`config.mk`:
```
export PLATFORM = sky130hd
export DESIGN_NAME = posit_data_extraction
export DESIGN_NICKNAME = d
export VERILOG_FILES = /design/src/rtl/posit_data_extraction.sv
export SDC_FILE = /design/constraint.sdc
export NUM_CORES = 1
export LEC_CHECK = 0
export ABC_AREA = 1
export BUFFER_PORTS_ARGS = -buffer_cell sky130_fd_sc_hd__buf_2
export CORE_MARGIN = 5
export CORE_UTILIZATION = 58
export DETAILED_ROUTE_END_ITERATION = 7
export PLACE_DENSITY = 0.84
export SLEW_MARGIN = 40
export SYNTH_ARGS = -nofsm -noshare
export SYNTH_HDL_FRONTEND = slang
export SYNTH_SLANG_ARGS = --single-unit
```
`constraint.sdc`:
```
create_clock -name Clock -period 1.1 [get_ports Clock]
set_input_delay 0 -clock Clock [delete_from_list [all_inputs] [get_ports Clock]]
set_output_delay 0 -clock Clock [all_outputs]
set_load 0.02 [all_outputs]
```
`src/rtl/posit_data_extraction.sv`:
```
// Registered posit field decoder: splits an N-bit posit into sign, regime value k,
// exponent and hidden-bit mantissa, with one output register stage.
module posit_data_extraction #(
    parameter int N  = 8,
    parameter int ES = 3,
    parameter int RS = $clog2(N)
) (
    input  logic                Clock,
    input  logic                nReset,
    input  logic [N-1:0]        In,
    input  logic                InValid,
    output logic                OutValid,
    output logic                Sign,
    output logic signed [RS:0]  RegimeValue,
    output logic [ES-1:0]       Exponent,
    output logic [N-ES+2:0]     Mantissa,
    output logic                Zero,
    output logic                NaR
);

    localparam int FW = N - 1 - ES;

    logic [N-1:0]        abs_w;
    logic [N-2:0]        body;
    logic [N-2:0]        run_x;
    logic                reg_bit;
    logic                stop;
    logic [RS:0]         run;
    logic [N-2:0]        shifted;
    logic                is_zero;
    logic                is_nar;

    logic                valid_d, valid_q;
    logic                sign_d, sign_q;
    logic signed [RS:0]  regime_d, regime_q;
    logic [ES-1:0]       exp_d, exp_q;
    logic [N-ES+2:0]     mant_d, mant_q;
    logic                zero_d, zero_q;
    logic                nar_d, nar_q;

    assign abs_w   = In[N-1] ? (~In + N'(1)) : In;
    assign body    = abs_w[N-2:0];
    assign reg_bit = body[N-2];
    // XOR with the regime bit turns the regime run into a leading-zero run.
    assign run_x   = body ^ {(N-1){reg_bit}};
    assign is_zero = (In == '0);
    assign is_nar  = (In == {1'b1, {(N-1){1'b0}}});

    always_comb begin
        run  = '0;
        stop = 1'b0;
        for (int i = N - 2; i >= 0; i--) begin
            if (!stop) begin
                if (run_x[i]) stop = 1'b1;
                else          run  = run + (RS+1)'(1);
            end
        end
    end

    // Drop the run and its terminator; a run reaching the LSB shifts everything out.
    assign shifted = body << (run + (RS+1)'(1));

    always_comb begin
        valid_d  = InValid;
        sign_d   = In[N-1];
        regime_d = reg_bit ? $signed(run - (RS+1)'(1)) : -$signed(run);
        exp_d    = shifted[N-2 -: ES];
        mant_d   = {1'b1, shifted[FW-1:0], 3'b000};
        zero_d   = is_zero;
        nar_d    = is_nar;
        if (is_zero) begin
            mant_d = '0;
        end
        if (is_nar) begin
            regime_d = '0;
            mant_d   = '0;
        end
    end

    always_ff @(posedge Clock or negedge nReset) begin
        if (!nReset) begin
            valid_q  <= 1'b0;
            sign_q   <= 1'b0;
            regime_q <= '0;
            exp_q    <= '0;
            mant_q   <= '0;
            zero_q   <= 1'b0;
            nar_q    <= 1'b0;
        end else begin
            valid_q <= valid_d;
            if (InValid) begin
                sign_q   <= sign_d;
                regime_q <= regime_d;
                exp_q    <= exp_d;
                mant_q   <= mant_d;
                zero_q   <= zero_d;
                nar_q    <= nar_d;
            end
        end
    end

    assign OutValid    = valid_q;
    assign Sign        = sign_q;
    assign RegimeValue = regime_q;
    assign Exponent    = exp_q;
    assign Mantissa    = mant_q;
    assign Zero        = zero_q;
    assign NaR         = nar_q;

endmodule

```
==> results of run 1 <==
-- synth_stat cells, types with 2 or more instances --
master    instances  area share [%]
a21oi_1           4             1.5
buf_4             3             1.6
buf_6             2             1.6
dfrtp_1          16              29
ha_1              3             2.7
inv_1            19             5.2
inv_2             6             1.6
nand2_1          63              17
nand2_2           9             4.1
nand2_4           7             5.7
nand3_1          23             8.4
nand3_2           4             2.9
nand3b_1          2             1.1
nor2_1            9             2.5
o21ai_0           5             1.8
o21ai_1           3             1.1
-- repair_timing --
action | 4_1_cts
hold buffers | 2
buffers inserted | 8
pin swaps | 28
resized for setup | 36
hold endpoints to repair | 17
endpoints found under the setup margin | 10
-- through the flow --
stage,setup WS [ns],cell area (sq um),cells
after CTS,-0.8031,2145,293
after floorplan,-0.8871,1498,195
after detailed placement,-1.236,1892,280
after global placement,-1.069,1892,280
-- logic make-up after synthesis --
logic type	after synthesis	synth area share (%)
xor+xnor	3	3.815
buf+inv	31	10.35
fa+ha+maj	3	2.725
other cells	1	0.2722
simple gates	124	47.68
compound gates	15	6.085
flops	16	29.06
==> results_dict.tcl, run 1 <==
set metrics [dict create \
    syn_area_sq_mm 0.001378 \
    haltStage "5_1_grt" \
    ys_types 31 \
    fp.dieH_um 58.74 \
    htree_levels 1 \
    ys_seq_area_share_pct 29.06 \
    worst-ep-kind "register input" \
    synth-edff-count 0 \
    syn_avg_cell_area_sq_um 7.138 \
    place_congestion 0.9051 \
    dp_hpwl_um 3074 \
    clockBufferDepth 2 \
    cts_made_buffers 3 \
    die_w_um 58.74 \
    rows 17 \
    cts_sinks 16 \
    ys.flop_type "dfrtp_1" \
    grt_start_max_net_pins 17 \
    postSynthCellCount 193 \
    status "aborted with a tool error" \
    ys.warnings.count 0 \
    port_buffers 26 \
    start_util_pct 61.68 \
    worst_endpoint "Exponent[0]$_DFFE_PN0P_/D" \
    io_pins 30 \
    ys_ff_latch 16 \
    async_flop_share_pct 100.0 \
    error_line "[ERROR DPL-0038] Utilization greater than 100%, impossible to legalize" \
    cts-root-buf "clkbuf_4" \
]
==> run 2, diff against run 1 <==
Settings changed: CORE_AREA set to 5 5 66 68, CORE_MARGIN 5 to unset, CORE_UTILIZATION 58 to unset, DIE_AREA set to 0 0 71 73, PLACE_DENSITY 0.84 to unset, PLACE_DENSITY_LB_ADDON set to 0.15.
==> run 2 against run 1 <==
Against the previous run:
- the flow now finishes, with violations (setup timing)
- area after synthesis stayed put
- synthesized cell count did not move
==> results_dict.tcl, run 2 <==
set metrics [dict create \
    status "finished, violations left" \
    violations "setup timing" \
    hold_end "NaR" \
    fin_crit_sh_pct 175.7 \
    ys.warnings.count 0 \
    finClkSkew_ns 0 \
    dp_hpwl_um 2837 \
    cts_tree "done" \
    place_congestion 0.8443 \
    crit_arrival_ns 2.12 \
    hold_viol 0 \
    core_area_sq_mm 0.003799 \
    ff2ff_setup_slack_ns 0.37 \
    slew_violations 0 \
    htree_levels 1 \
    first_iter_violations 57 \
    first_global_vias 1409 \
    num-fill-cells 365 \
    die_w_um 71 \
    r2r_start "RegimeValue[2]" \
    final_layout_size_suffix_gt1_share_pct 50.37 \
    postSynthCellCount 193 \
    rows 23 \
    io_pins 30 \
    synthTopCellsByCount "nand2_1 (63), nand3_1 (23), inv_1 (19)" \
    clk_latency_ns 0.24 \
    largest_reg_flops 5 \
    critPathLaunchType "input pin" \
    fp.dieH_um 73 \
    syn_area_sq_mm 0.001378 \
    setup_ws_ns -0.8323 \
    fin_tns_setup_ns -7.194 \
    path_class "in -> reg" \
    grt_overflow 0 \
    ir_drop_mv 0.4059 \
    final_util_pct 58.37 \
    power_mw 2.900 \
    fp.dieArea_sq_mm 0.005183 \
    worst_setup_path_end_kind "flop" \
    layout_commonest_cell "nand2_1" \
    timing.final.crit_period_ns 1.932 \
    hold_ws_ns 0.07574 \
    antenna_left 0 \
    critPathRequiredTime_ns 1.28 \
    grt_pass1_wl_um 6078 \
    synth_most_common_cell "nand2_1" \
    drc 0 \
    reg2reg_to "RegimeValue[2]" \
    routed_wl_um 3589 \
    cts_sinks 16 \
    final_cell_mix "nand2_1 (55), buf_4 (43), buf_2 (23)" \
    clockBufferDepth 2 \
    ys_seq_area_share_pct 29.06 \
    synth-edff-count 0 \
    routed_via_density 4.535 \
    antenna_found_initial 0 \
    n_antenna_cell 0 \
    wl_per_cell_um 11.29 \
    p_per_area_mw_per_mm2 1308 \
    regArea_sq_um 400.4 \
    place_ws_ns -1.172 \
    hold_depth 3 \
    fmax_mhz 517.5 \
    async_flop_share_pct 100.0 \
    syn_avg_cell_area_sq_um 7.138 \
    syn2layout_area_growth_pct 60.94 \
    ys_ff_latch 16 \
    placedCellCount 303 \
    grtUsageTotal_pct 14.31 \
    grt_setup_unrepaired "true" \
    multi_input_area_sq_mm 0.001049 \
    ys_types 31 \
    yosys.area.top_type_share_pct 29.06 \
    firstDrtPassIters 4 \
    fin_nets 284 \
    finalSetupViolations 11 \
    final_area_sq_mm 0.002217 \
    reg2regPathDepth 1 \
    hold_path.startpoint "InValid" \
    final_cells 318 \
    ys.flop_type "dfrtp_1" \
    cts-root-buf "clkbuf_8" \
    start_util_pct 36.26 \
    min_path_type "in -> reg" \
    via_count 1442 \
    maxCapViolations 0 \
    grt_start_max_net_pins 17 \
    synth_area_leaders "dfrtp_1 (29%), nand2_1 (17%), nand3_1 (8.4%)" \
    critical_path_peak_fanout 5 \
    port_buffers 26 \
    cts_made_buffers 3 \
    synth_top_area_cell "dfrtp_1" \
    p_leak_nw 1.147 \
    dpl-instance-area_sq_mm 0.001927 \
    clk_transition_reported_paths_ns 0.06 \
]
## run 2: cell counts after synthesis
Identical to the previous run, type by type.
## run 2: worst max-delay path by stage
stage / from / end / slack [ns] / depth (start not counted)
after floorplan: In[0] / Mantissa[4] / -0.89 / 19
after global placement: In[0] / Mantissa[4] / -1.10 / 20
after detailed placement: In[0] / Mantissa[3] / -1.17 / 20
after CTS: In[0] / RegimeValue[2] / -0.81 / 18
after global routing: In[1] / RegimeValue[2] / -0.93 / 18
final: In[1] / RegimeValue[2] / -0.83 / 18
## run 2: final cells by class
type                            count  area share (%)
Multi-Input combinational cell    149           47.29
Timing Repair Buffer               75           24.60
Sequential cell                    16           18.06
Inverter                           25           5.361
Tap cell                           50           2.822
Clock buffer                        3           1.862
## run 2: critical path, stage by stage
cell and delay, ns:
buf_6 0.10, inv_8 0.05, ha_4 0.15, nand3_4 0.11, nand2_4 0.11, nand2_8 0.08
nand3_2 0.13, nand2_4 0.09, nor2_8 0.15, nand3_2 0.10, nand2_4 0.11, nand2_8 0.06
buf_12 0.12, ha_4 0.14, or2_4 0.23, nand2_2 0.06, xor2_1 0.17, a22o_1 0.14
## run 2: kinds of logic after synthesis
logic type	Yosys count	share of synthesized area, %
xor+xnor	3	3.815
simple gates	124	47.68
buf+inv	31	10.35
fa+ha+maj	3	2.725
flops	16	29.06
other cells	1	0.2722
compound gates	15	6.085
## run 2: timing repair
action,in CTS,in global routing
hold endpoints to repair,17,0
pin swaps,21,13
buffers inserted,8,1
endpoints found under the setup margin,11,11
gates cloned,1,0
gates resized for setup,21,12
hold buffers,2,0
## run 2: routing by layer
metal | global-route usage, % | vias up | wire length, um
met3 | 1.102 | 4 | 166
met4 | 4.384 | 0 | 44
met5 | 0 | - | 0
li1 | - | 756 | -
met1 | 18.48 | 655 | 1639
met2 | 25.44 | 27 | 1739
## run 2: power by group
group          total [mW]  switching, mW  internal [mW]
registers           0.792         0.0674          0.725
logic                1.69          0.958          0.735
clock network       0.415          0.173          0.242
total                2.90           1.20           1.70
Power figures use the tool's default switching activity.
==> run 3, diff against run 2 <==
Clock period 1.1 ns to 1.9 ns, I/O delays scaled along.
==> run 3 against run 2 <==
Against the previous run:
- the flow now finishes without violations
- via count is 0.69% lower
- routed wire length shrank 4.7%
- total power fell by 43%
- clock power shrank 42%
- count of clock-buffer cells in the layout stayed put
- sequential share of layout area increased by 0.36 points
- highest routed layer unchanged
- largest power group unchanged
- worst setup slack gained 0.86 ns
- critical endpoint is now Mantissa[6]
- die area stayed put
- utilization is 1.2 points lower
==> results_dict.tcl, run 3 (same netlist as run 2, synthesis figures left out) <==
set metrics [dict create \
    grt_setup_unrepaired "true" \
    reg2regPathDepth 1 \
    routed_wl_um 3421 \
    p_int_mw 0.9628 \
    reg2reg_to "RegimeValue[2]" \
    power_frac_clock_pct 14.6 \
    ir_drop_mv 0.2268 \
    finalSetupViolations 0 \
    clk_latency_ns 0.24 \
    power.switching_mw 0.6812 \
    grt_pass1_wl_um 6065 \
    fp.dieArea_sq_mm 0.005183 \
    dp_hpwl_um 2835 \
    hold_ws_ns 0.1861 \
    timing.final.crit_period_ns 1.876 \
    antenna_left 0 \
    hold_viol 0 \
    combPwrFrac_pct 57.6 \
    grtUsageTotal_pct 14.55 \
    fmax_mhz 533.0 \
    port_buffers 26 \
    finClkSkew_ns 0 \
    largest_reg_flops 5 \
    cts_made_buffers 3 \
    fin_tns_setup_ns 0 \
    final_cell_mix "nand2_1 (52), buf_4 (38), buf_2 (24)" \
    routed_via_density 4.561 \
    die_w_um 71 \
    clockBufferDepth 2 \
    start_util_pct 36.26 \
    first_iter_violations 62 \
    min_path_type "in -> async" \
    firstDrtPassIters 4 \
    maxCapViolations 0 \
    crit_arrival_ns 2.06 \
    via_count 1432 \
    wl_per_cell_um 10.89 \
    worst_setup_path_end_kind "flop" \
    p_sw_share_pct 41.44 \
    p_per_area_mw_per_mm2 756.4 \
    seq_power_share_pct 27.8 \
    slew_violations 0 \
    r2r_start "RegimeValue[2]" \
    cts-root-buf "clkbuf_8" \
    first_global_vias 1404 \
    io_pins 30 \
    grt_start_max_net_pins 17 \
    final_util_pct 57.21 \
    layout_commonest_cell "nand2_1" \
    p_leak_nw 1.130 \
    critical_path_peak_fanout 4 \
    final_layout_size_suffix_gt1_share_pct 50.38 \
    antenna_found_initial 0 \
    fin_crit_sh_pct 98.75 \
    htree_levels 1 \
    num-fill-cells 380 \
    critPathRequiredTime_ns 2.08 \
    core_area_sq_mm 0.003799 \
    place_congestion 0.7766 \
    cts_tree "done" \
    fin_nets 280 \
    n_antenna_cell 0 \
    drc 0 \
    multi_input_area_sq_mm 0.001023 \
    path_class "in -> reg" \
    status "complete, no violations" \
    clk_transition_reported_paths_ns 0.05 \
    regArea_sq_um 400.4 \
    ff2ff_setup_slack_ns 1.19 \
    grt_overflow 0 \
    fp.dieH_um 73 \
    cts_sinks 16 \
    critPathLaunchType "input pin" \
    rows 23 \
    syn2layout_area_growth_pct 57.77 \
]
==> run 3: power groups by stage <==
| stage | combinational, mW | sequential [mW] | clock (mW) |
|---|---|---|---|
| 6_report | 0.947 | 0.457 | 0.240 |
| 5_1_grt | 1.04 | 0.470 | 0.259 |
| 4_1_cts | 0.941 | 0.457 | 0.245 |
| 3_5_place_dp | 0.890 | 0.461 | 0 |
| 3_3_place_gp | 0.890 | 0.459 | 0 |
| 2_1_floorplan | 0.489 | 0.563 | 0 |
==> run 3: critical path: stages <==
cell and delay, ns:
buf_8 0.10, inv_8 0.05, ha_4 0.14, nand3_4 0.10
nand2_2 0.09, nand2_4 0.07, buf_12 0.13, nand3_2 0.08
nand2_4 0.08, buf_4 0.14, a21oi_4 0.13, nand2_4 0.09
nand2_8 0.08, inv_4 0.04, ha_4 0.17, xor2_4 0.15
inv_2 0.08, nor3_4 0.16, nand3_1 0.11, nand2_1 0.07
==> run 3: metal layers <==
metal / share of wire [%] / vias up / global-route usage, %
met5: 0 / - / 0
met4: 2.3 / 0 / 6.054
met3: 4.2 / 7 / 2.066
met2: 48 / 26 / 25.44
met1: 45 / 650 / 17.95
li1: - / 749 / -
==> run 3: worst max-delay path by stage <==
stage	from	endpoint	slack, ns
floorplan	In[0]	Mantissa[4]	-0.09
global placement	In[0]	RegimeValue[2]	-0.36
detailed placement	In[0]	RegimeValue[2]	-0.36
CTS	In[0]	Mantissa[3]	-0.05
global route	In[1]	Mantissa[6]	-0.14
finish	In[1]	Mantissa[6]	0.02
==> run 3: final cells by class <==
class | count | share of cell area, %
Clock buffer | 3 | 1.900
Inverter | 25 | 5.354
Multi-Input combinational cell | 149 | 47.09
Sequential cell | 16 | 18.42
Tap cell | 50 | 2.879
Timing Repair Buffer | 71 | 24.35
==> run 3: metrics by stage <==
stage	setup slack [ns]	std cells	power [mW]	instance area, sq um
2_1_floorplan	-0.08711	195	1.053	1495
3_3_place_gp	-0.3597	301	1.348	1934
3_5_place_dp	-0.3599	301	1.351	1934
4_1_cts	-0.05459	312	1.643	2131
5_1_grt	-0.1387	314	1.774	2173
6_report	0.02376	314	1.644	2173
==> run 3: what timing repair did <==
action | 4_1_cts | 5_1_grt
endpoints found under the setup margin | 8 | 8
endpoints found under the hold margin | 17 | 0
hold buffers | 2 | 0
gates resized for setup | 22 | 8
pin swaps | 23 | 16
cloned | 1 | 0
buffers inserted | 5 | 2
